$ cat src/rtl/seg7_scan_animator_if.sv
// ---------------------------------------------------------------------------
// seg7_scan_animator_if
// Character handshake between a producer and the seg7_scan_animator.
//   char_valid  producer -> display  a segment pattern is offered on char_in
//   char_in     producer -> display  raw pattern {g,f,e,d,c,b,a}, 1 = lit
//   char_ready  display  -> producer the display accepts char_in this cycle
// A character transfers on any rising clock edge where valid and ready are
// both high.
// Modports: master (producer side), slave (display side).
// ---------------------------------------------------------------------------
interface seg7_scan_animator_if;
  logic       char_valid;
  logic [6:0] char_in;
  logic       char_ready;

  modport master (output char_valid, output char_in, input char_ready);
  modport slave  (input char_valid, input char_in, output char_ready);
endinterface

$ cat src/rtl/seg7_scan_animator.sv
// ---------------------------------------------------------------------------
// seg7_scan_animator
// Multi-digit multiplexed 7-segment engine. Incoming characters shift in from
// the right (digit 0), the digits are scanned one at a time onto a shared
// segment bus, and the lit segments are gated by a PWM brightness control.
//
// Optional feature, macro SEG7_SCAN_ANIM_EN:
//   defined   - each accepted character is revealed on digit 0 by a 7-step
//               segment wipe lasting 7*ANIM_DIV cycles; char_ready is low and
//               busy is high for the duration.
//   undefined - no animation; characters show in full immediately and
//               char_ready simply follows en.
//
// Ports:
//   clk         clock for all logic
//   rst_n       asynchronous active-low reset
//   en          block enable; low freezes all state and blanks the outputs
//   bus         slave side of the character handshake (char_valid/char_in/
//               char_ready)
//   clr         synchronous clear of the digit buffer (wins over an accept)
//   brightness  PWM on-count, sampled at the start of each PWM period
//   seg         registered segment drive, active high
//   dig_sel     registered one-hot digit select, active high
//   busy        wipe animation in progress
// ---------------------------------------------------------------------------
module seg7_scan_animator #(
  parameter int DIGITS   = 4,
  parameter int PWM_BITS = 8,
  parameter int SCAN_DIV = 1024,
  parameter int ANIM_DIV = 65536
) (
  input  logic                    clk,
  input  logic                    rst_n,
  input  logic                    en,
  seg7_scan_animator_if.slave     bus,
  input  logic                    clr,
  input  logic [PWM_BITS-1:0]     brightness,
  output logic [6:0]              seg,
  output logic [DIGITS-1:0]       dig_sel,
  output logic                    busy
);
  localparam int IDX_W  = (DIGITS > 1) ? $clog2(DIGITS) : 1;
  localparam int SCAN_W = $clog2(SCAN_DIV);
  localparam logic [IDX_W-1:0]  LAST_IDX  = IDX_W'(DIGITS - 1);
  localparam logic [SCAN_W-1:0] SCAN_LAST = SCAN_W'(SCAN_DIV - 1);

  logic [6:0]          disp [DIGITS];
  logic [IDX_W-1:0]    idx_reg;
  logic [SCAN_W-1:0]   scan_cnt_reg;
  logic [PWM_BITS-1:0] pwm_cnt_reg;
  logic [PWM_BITS-1:0] bright_reg;
  logic [6:0]          mask;
  logic [6:0]          shown;
  logic                pwm_on;
  logic                accept;
  logic                clr_en;

  // While disabled nothing may change, a pending clear included.
  assign clr_en = en & clr;
  assign accept = bus.char_valid & bus.char_ready & ~clr;

`ifdef SEG7_SCAN_ANIM_EN
  localparam int ANIM_W = (ANIM_DIV > 1) ? $clog2(ANIM_DIV) : 1;
  localparam logic [ANIM_W-1:0] ANIM_LAST = ANIM_W'(ANIM_DIV - 1);

  typedef enum logic {IDLE, ANIM} state_t;

  state_t            state_reg, state_next;
  logic [2:0]        step_reg, step_next;
  logic [ANIM_W-1:0] tmr_reg, tmr_next;

  assign bus.char_ready = en & (state_reg == IDLE);
  assign busy           = (state_reg == ANIM);

  always_ff @(posedge clk or negedge rst_n) begin
    if (!rst_n) begin
      state_reg <= IDLE;
      step_reg  <= '0;
      tmr_reg   <= '0;
    end else begin
      state_reg <= state_next;
      step_reg  <= step_next;
      tmr_reg   <= tmr_next;
    end
  end

  always_comb begin
    state_next = state_reg;
    step_next  = step_reg;
    tmr_next   = tmr_reg;
    if (clr_en) begin
      state_next = IDLE;
      step_next  = '0;
      tmr_next   = '0;
    end else if (en) begin
      if (state_reg == IDLE) begin
        if (accept) begin
          state_next = ANIM;
          step_next  = '0;
          tmr_next   = '0;
        end
      end else begin
        if (tmr_reg == ANIM_LAST) begin
          tmr_next = '0;
          // Step 6 reveals the last segment; its wrap ends the wipe.
          if (step_reg == 3'd6) begin
            state_next = IDLE;
            step_next  = '0;
          end else begin
            step_next = step_reg + 3'd1;
          end
        end else begin
          tmr_next = tmr_reg + ANIM_W'(1);
        end
      end
    end
  end

  // Lowest (step+1) segment bits enabled: 01, 03, ... 7F.
  always_comb begin
    mask = 7'h7F;
    if (state_reg == ANIM) mask = 7'((8'd2 << step_reg) - 8'd1);
  end
`else
  assign bus.char_ready = en;
  assign busy           = 1'b0;
  assign mask           = 7'h7F;

  // ANIM_DIV only sizes the wipe step timer, which this build leaves out.
  if (ANIM_DIV < 1) begin : g_anim_div_unused
  end
`endif

  // Digit buffer: one register per digit, shifting left on every accept.
  genvar gi;
  generate
    for (gi = 0; gi < DIGITS; gi++) begin : g_digit
      logic [6:0] cell_reg;
      if (gi == 0) begin : g_head
        always_ff @(posedge clk or negedge rst_n) begin
          if (!rst_n)      cell_reg <= '0;
          else if (clr_en) cell_reg <= '0;
          else if (accept) cell_reg <= bus.char_in;
        end
      end else begin : g_tail
        always_ff @(posedge clk or negedge rst_n) begin
          if (!rst_n)      cell_reg <= '0;
          else if (clr_en) cell_reg <= '0;
          else if (accept) cell_reg <= disp[gi-1];
        end
      end
      assign disp[gi] = cell_reg;
    end
  endgenerate

  // Only the rightmost digit is subject to the wipe.
  assign shown  = disp[idx_reg] & ((idx_reg == '0) ? mask : 7'h7F);
  assign pwm_on = (pwm_cnt_reg < bright_reg);

  // Scan, PWM and output registers. Outputs are built from the current
  // index, so they trail the index by one cycle.
  always_ff @(posedge clk or negedge rst_n) begin
    if (!rst_n) begin
      idx_reg      <= '0;
      scan_cnt_reg <= '0;
      pwm_cnt_reg  <= '0;
      bright_reg   <= '0;
      seg          <= '0;
      dig_sel      <= '0;
    end else if (en) begin
      if (scan_cnt_reg == SCAN_LAST) begin
        scan_cnt_reg <= '0;
        idx_reg      <= (idx_reg == LAST_IDX) ? '0 : idx_reg + IDX_W'(1);
      end else begin
        scan_cnt_reg <= scan_cnt_reg + SCAN_W'(1);
      end
      pwm_cnt_reg <= pwm_cnt_reg + PWM_BITS'(1);
      // Sampling only at period start keeps each PWM period glitch-free.
      if (pwm_cnt_reg == '0) bright_reg <= brightness;
      dig_sel <= DIGITS'(1) << idx_reg;
      seg     <= pwm_on ? shown : 7'h00;
    end else begin
      seg     <= '0;
      dig_sel <= '0;
    end
  end
endmodule

$ cat src/flat_wrapper.sv
// flat-port wrapper written by rule: the top's interface ports become plain ports
module seg7_scan_animator_flat 
#(
  parameter int DIGITS   = 4,
  parameter int PWM_BITS = 8,
  parameter int SCAN_DIV = 1024,
  parameter int ANIM_DIV = 65536
)
  (clk, rst_n, en, clr, brightness, seg, dig_sel, busy, bus_char_valid, bus_char_in, bus_char_ready);
  seg7_scan_animator_if bus_i ();
  input  logic clk;
  input  logic rst_n;
  input  logic en;
  input  logic clr;
  input  logic [PWM_BITS-1:0] brightness;
  output logic [6:0] seg;
  output logic [DIGITS-1:0] dig_sel;
  output logic busy;
  input wire logic [$bits(bus_i.char_valid)-1:0] bus_char_valid;
  input wire logic [$bits(bus_i.char_in)-1:0] bus_char_in;
  output wire logic [$bits(bus_i.char_ready)-1:0] bus_char_ready;
  assign bus_i.char_valid = bus_char_valid;
  assign bus_i.char_in = bus_char_in;
  assign bus_char_ready = bus_i.char_ready;
  seg7_scan_animator #(.DIGITS(DIGITS), .PWM_BITS(PWM_BITS), .SCAN_DIV(SCAN_DIV), .ANIM_DIV(ANIM_DIV)) u_core (.clk(clk), .rst_n(rst_n), .en(en), .bus(bus_i), .clr(clr), .brightness(brightness), .seg(seg), .dig_sel(dig_sel), .busy(busy));
endmodule
$ cat config.mk
export PLATFORM = sky130hd
export DESIGN_NAME = seg7_scan_animator_flat
export DESIGN_NICKNAME = d
export VERILOG_FILES = /design/src/rtl/seg7_scan_animator_if.sv /design/src/rtl/seg7_scan_animator.sv /design/src/flat_wrapper.sv
export SDC_FILE = /design/constraint.sdc
export NUM_CORES = 1
export LEC_CHECK = 0
export ABC_CLOCK_PERIOD_IN_PS = 1400
export CAP_MARGIN = 25
export CORE_MARGIN = 3
export CORE_UTILIZATION = 50
export DETAILED_ROUTE_END_ITERATION = 8
export GPL_TIMING_DRIVEN = 0
export PLACE_DENSITY = 0.75
export SYNTH_ARGS = -nofsm -noshare
export SYNTH_HDL_FRONTEND = slang
export SYNTH_SLANG_ARGS = --single-unit
$ cat constraint.sdc
create_clock -name clk -period 1.4 [get_ports clk]
set_input_delay 0.28 -clock clk [delete_from_list [all_inputs] [get_ports clk]]
set_output_delay 0.28 -clock clk [all_outputs]
set_load 0.01 [all_outputs]
# After elaboration in Yosys (flattened, before gate mapping)
# Index checks and enable logic that the tools add are counted.
# classes
n_lt_le_gt_ge	2
addsub	3
n_reduce_logical	4
shift	1
n_eq_ne	2
bitwise	5
mux	16
# op_table
operator	n
7-bit 2-to-1 mux	12
7-bit binary-select mux with 2-bit select	1
10-bit by 1-bit adder with 10-bit output, second input constant	1
10-bit == test, second input constant	1
10-bit 2-to-1 mux	1
8-bit by 1-bit adder with 8-bit output, second input constant	1
8-bit zero test	1
8-bit < comparator	1
4-bit 2-to-1 mux	1
2-bit AND reduction	2
1-bit by 2-bit << shifter with 4-bit output, first input constant	1
1-bit AND	3
3-bit greater-or-equal comparator, second input constant	1
2-bit inverter with 3-bit output	1
2-bit by 1-bit adder with 2-bit output, second input constant	1
2-bit == test, second input constant	1
2-bit 2-to-1 mux	1
2-bit nonzero test	1
1-bit inverter	1
# word_totals
output_inout_bits	13
input_bits	20
elab_cells	43
register_bits	67

# Depth between registers and ports, before layout
# depth
word_depth	6
ltp_mapped	6
ltp_nobuf	6

# Least setup slack after synthesis
# OpenSTA, ideal clock, no wires.
# synth_path
kind	register -> register
startpoint	register u_core.pwm_cnt_reg[2]
endpoint	register u_core.seg[0]
path_slack_ns	-0.160
path_buffers	0
t_arrival_ns	1.484
setup_time_ns	0.077
synth_period_minus_slack_ns	1.560
t_required_ns	1.323
stages_incl_launch_ff	6
path_cell_list	dfrtp_1 > ha_1 > a211o_1 > a31oi_1 > o2111ai_1 > nor2b_1
# synth_via
elab_chain_len	3
# synth_rtl
element	line_no	text
start, declared	seg7_scan_animator.sv:50	logic [PWM_BITS-1:0] pwm_cnt_reg;
start signal, assigned	seg7_scan_animator.sv:177	pwm_cnt_reg <= pwm_cnt_reg + PWM_BITS'(1);
8-bit < comparator	seg7_scan_animator.sv:158	assign pwm_on = (pwm_cnt_reg < bright_reg);
7-bit 2-to-1 mux	seg7_scan_animator.sv:181	seg <= pwm_on ? shown : 7'h00;
7-bit 2-to-1 mux	seg7_scan_animator.sv:170	end else if (en) begin
end signal, assigned	seg7_scan_animator.sv:181	
end, declared	seg7_scan_animator.sv:38	output logic [6:0] seg,
# No other way between the ends.
# A chain may end at the register's enable or synchronous reset.

# Worst setup path after layout
# layout_path
startpoint	register u_core.bright_reg[2]
endpoint	register u_core.seg[0]
# layout_via
elab_chain_len	3
# layout_rtl
element	line_no	text
start, declared	seg7_scan_animator.sv:51	logic [PWM_BITS-1:0] bright_reg;
start signal, assigned	seg7_scan_animator.sv:179	if (pwm_cnt_reg == '0) bright_reg <= brightness;
8-bit < comparator	seg7_scan_animator.sv:158	
7-bit 2-to-1 mux	seg7_scan_animator.sv:181	
7-bit 2-to-1 mux	seg7_scan_animator.sv:170	
# No other way between the ends.

==> results.py <==
metrics = {
    "status": {
        "status": "finished with violations",
        "violations": "negative setup slack",
    },
    "timing": {
        "setup_tns_ps": -1880,
        "hold_viol_final": 0,
        "fmax_mhz": 611,
        "fin_skew_ps": 7.65,
        "period_needed_ps": 1640,
        "rsz0062_at_grt": "yes",
        "relSlewSlack_pct": 44.3,
        "slew_violations": 0,
        "finalSetupViolations": 15,
        "worst_pin_slew_ps": 836,
        "fin_ws_ps": -236,
        "period_share_pct": 117,
    },
    "pwr": {
        "ir_worst_vdd_v": 0.00111,
        "p_sw_mw": 2.00,
        "clockPowerShare_pct": 28.4,
        "internal_power_mw": 4.43,
        "powerDensity_nw_per_um2": 1630,
        "p_leak_nw": 1.86,
        "power.share.sequential_pct": 40.0,
        "swShare_pct": 31.1,
        "combPwrFrac_pct": 31.6,
    },
    "critical_path": {
        "cp_data_required_time_ps": 1680,
        "cp-end-kind": "register",
        "critPathBufInv": 1,
        "path_cells": "inv_2 > ha_4 > a211o_1 > a31oi_4 > o2111ai_4 > nor2b_2",
        "reg2reg_from": "u_core.bright_reg[2]",
        "crit_family": "compound AO/OA/AOI/OAI gates",
        "path_class": "reg -> reg",
        "crit_arrival_ps": 1910,
        "crit_slowest_cell": "dfrtp_1",
        "r2r_end": "u_core.seg[0]",
        "startpoint": "u_core.bright_reg[2]",
        "start_kind": "register",
        "max_stage_delay_ps": 400,
        "r2r.worst_path.cells": 6,
        "reg2reg_slack_ps": -240,
        "crit_path_max_fanout": 7,
    },
    "synthesis": {
        "yosysUniqueCellTypes": 37,
        "yosysWarnings": 0,
        "ys_seq_area_share_pct": 55.7,
        "synth_top_cell_by_area": "dfrtp_1",
        "yosysTopAreaCellShare_pct": 55.7,
        "synth_area_leaders": "dfrtp_1 56%, a22o_1 8.4%, ha_1 5.8%",
        "postSynthAreaPerCell_um2": 13.2,
        "ys_ff_latch": 67,
        "syn_nets": 262,
        "netlist_area_um2": 3010,
        "syn_inst": 228,
    },
    "worst_hold_path": {
        "hold_class": "in -> async",
    },
    "floorplanning": {
        "num_io_pins": 33,
        "num_rows": 27,
        "die_h_um": 83.6,
        "die_w_um": 83.6,
        "dieArea_um2": 6980,
        "start_util_pct": 53.0,
        "core_um2": 5680,
    },
    "clock_tree": {
        "cts_tree": "built",
        "cts_buffers": 9,
        "clock_latency_ps": 350,
        "htree_levels": 3,
        "cts_buffer_depth": 2,
        "cts.reportedPaths.clkPinSlew_ps": 80,
        "root_buffer": "clkbuf_8",
        "cts_sinks": 67,
    },
    "placement": {
        "post-dp-hpwl_mm": 3.82,
        "routabilityCongestion": 0.775,
        "io_buffers": 31,
        "place_inst": 331,
    },
    "routing": {
        "drtPass1Iterations": 5,
        "wl_per_cell_um": 17.2,
        "drt_wl_total_mm": 6.33,
        "route.detailed.drc": 0,
        "first_iter_violations": 102,
        "route.vias.total": 2023,
        "final_antenna_net_count": 0,
        "vias_per_cell": 5.50,
    },
    "layout": {
        "largest_register_ffs": 28,
        "drive_gt1_share_pct": 31.4,
        "areaGrowthSynthToFinish_pct": 31.2,
        "stdcell_count": 368,
        "fillers": 370,
        "finish.net_count": 325,
        "antenna_cells": 0,
    },
    "grt": {
        "grt_use_total_pct": 19.7,
        "antenna_found_initial": 0,
        "grt_pass1_wl_mm": 10.8,
        "grt_max_degree": 68,
        "grt_pass1_vias": 2145,
        "grt_overflow": 0,
    },
    "run": {
        "maxCapViolCount": 0,
    },
}
==> worst max-delay path by stage <==
stage	end	cells past startpoint
floorplan	u_core.seg[0]	5
global placement	u_core.idx_reg[1]	1
detailed placement	u_core.g_digit[1].cell_reg[0]	5
CTS	u_core.seg[0]	6
global route	u_core.seg[0]	6
finish	u_core.seg[0]	6
==> cell type report <==
| cell class | count | area (um^2) | share of cell area [%] |
|---|---|---|---|
| clock inverter | 6 | 88.8 | 2.25 |
| clock buffer | 10 | 138 | 3.49 |
| tap | 72 | 90.1 | 2.28 |
| multi-input combinational | 137 | 1360 | 34.5 |
| timing repair buffer | 52 | 453 | 11.5 |
| inverter | 13 | 48.8 | 1.24 |
| sequential | 67 | 1680 | 42.7 |
| buffer | 11 | 83.8 | 2.12 |
==> logic make-up (layout without fill, tap and decap cells) <==
family,Yosys count,in the layout,share of synthesized area [%]
AO/OA/AOI/OAI,43,43,11.7
XOR/XNOR,13,13,3.79
adder cells (fa/ha/maj),14,14,5.82
buffers and inverters,24,92,3.83
flip-flops,67,67,55.7
multiplexers,18,18,9.36
other,1,1,0.125
AND/OR/NAND/NOR,48,48,9.65
==> power groups by stage <==
stage | sequential, mW | clock, mW | combinational [mW]
after floorplan | 2.58 | 0 | 0.874
after detailed placement | 2.66 | 0 | 1.22
after CTS | 2.53 | 1.83 | 1.82
final | 2.57 | 1.82 | 2.03
after global routing | 2.61 | 1.91 | 2.27
after global placement | 2.63 | 0 | 1.16
==> per-layer routing <==
| layer | up-vias | global-route usage [%] | routed length [um] |
|---|---|---|---|
| met4 | 0 | 10.2 | 158 |
| met3 | 15 | 3.65 | 235 |
| met5 | - | 0 | 0 |
| li1 | 949 | - | - |
| met1 | 1017 | 26.3 | 2840 |
| met2 | 42 | 30.6 | 3100 |
==> cells in the final DEF (no fill, tap or decap), drive strengths merged, types with 3 or more instances in the layout <==
master         instances
mux4                   7
a22o                  29
nand4                  5
dlygate4sd2           11
ha                    14
xnor2                  7
o21ai                  5
inv                   13
xor2                   6
mux2                  11
buf                   33
nor2                   8
and4                   3
nor2b                  8
nand2                 11
clkbuf                11
and2                   4
nand3                  5
dfrtp                 67
clkdlybuf4s50         18
==> per-stage QoR <==
step | power, mW | utilization [%] | setup WS, ps | hold WS, ps | instance area, um^2
2_1_floorplan | 3.45 | - | -130 | -15.6 | 3010
3_3_place_gp | 3.79 | 60.2 | -2080 | 460 | 3410
3_5_place_dp | 3.87 | 60.1 | -606 | 428 | 3410
4_1_cts | 6.19 | 67.2 | -235 | 52.6 | 3810
5_1_grt | 6.78 | 69.6 | -280 | 104 | 3950
6_report | 6.43 | 69.6 | -236 | 11.6 | 3950
==> what timing repair did <==
action                                  4_1_cts  5_1_grt
pin swaps                                     3        8
hold endpoints to repair                      0        0
resized for setup                            41       14
endpoints found under the setup margin       70       37
setup buffers                                12        9
hold buffers                                  0        0
==> cells in the mapped netlist <==
| library cell | instances |
|---|---|
| nand3_4 | 1 |
| and3_1 | 1 |
| nand4_1 | 5 |
| nand2b_1 | 1 |
| a32o_1 | 1 |
| o21ai_2 | 1 |
| inv_1 | 13 |
| nor4b_2 | 1 |
| conb_1 | 1 |
| nor2b_1 | 7 |
| and4_1 | 3 |
| nand2_1 | 10 |
| nor2b_4 | 1 |
| nor4b_1 | 1 |
| buf_2 | 5 |
| nand2_2 | 1 |
| dfrtp_1 | 67 |
| o31ai_1 | 1 |
| a211o_1 | 2 |
| ha_1 | 14 |
| mux4_2 | 7 |
| a22o_1 | 29 |
| mux2_1 | 2 |
| o21ai_0 | 4 |
| a31oi_1 | 2 |
| xor2_1 | 6 |
| nand3_1 | 4 |
| xnor2_1 | 7 |
| nor2_1 | 7 |
| clkbuf_1 | 1 |
| nor2_2 | 1 |
| buf_4 | 5 |
| and2_1 | 4 |
| mux2_2 | 9 |
| o2111ai_1 | 1 |
| a21oi_1 | 1 |
| o211ai_1 | 1 |
==> worst reg2reg max path: cells and delay by family, from the launching register on <==
family                     cells  cell delay (ps)
AOI/OAI and AO/OA              3              690
DFF                            1              400
adders and majority gates      1              210
and+or+nand+nor                1              200
buffers and inverters          1               80
Power figures use the tool's default switching activity.
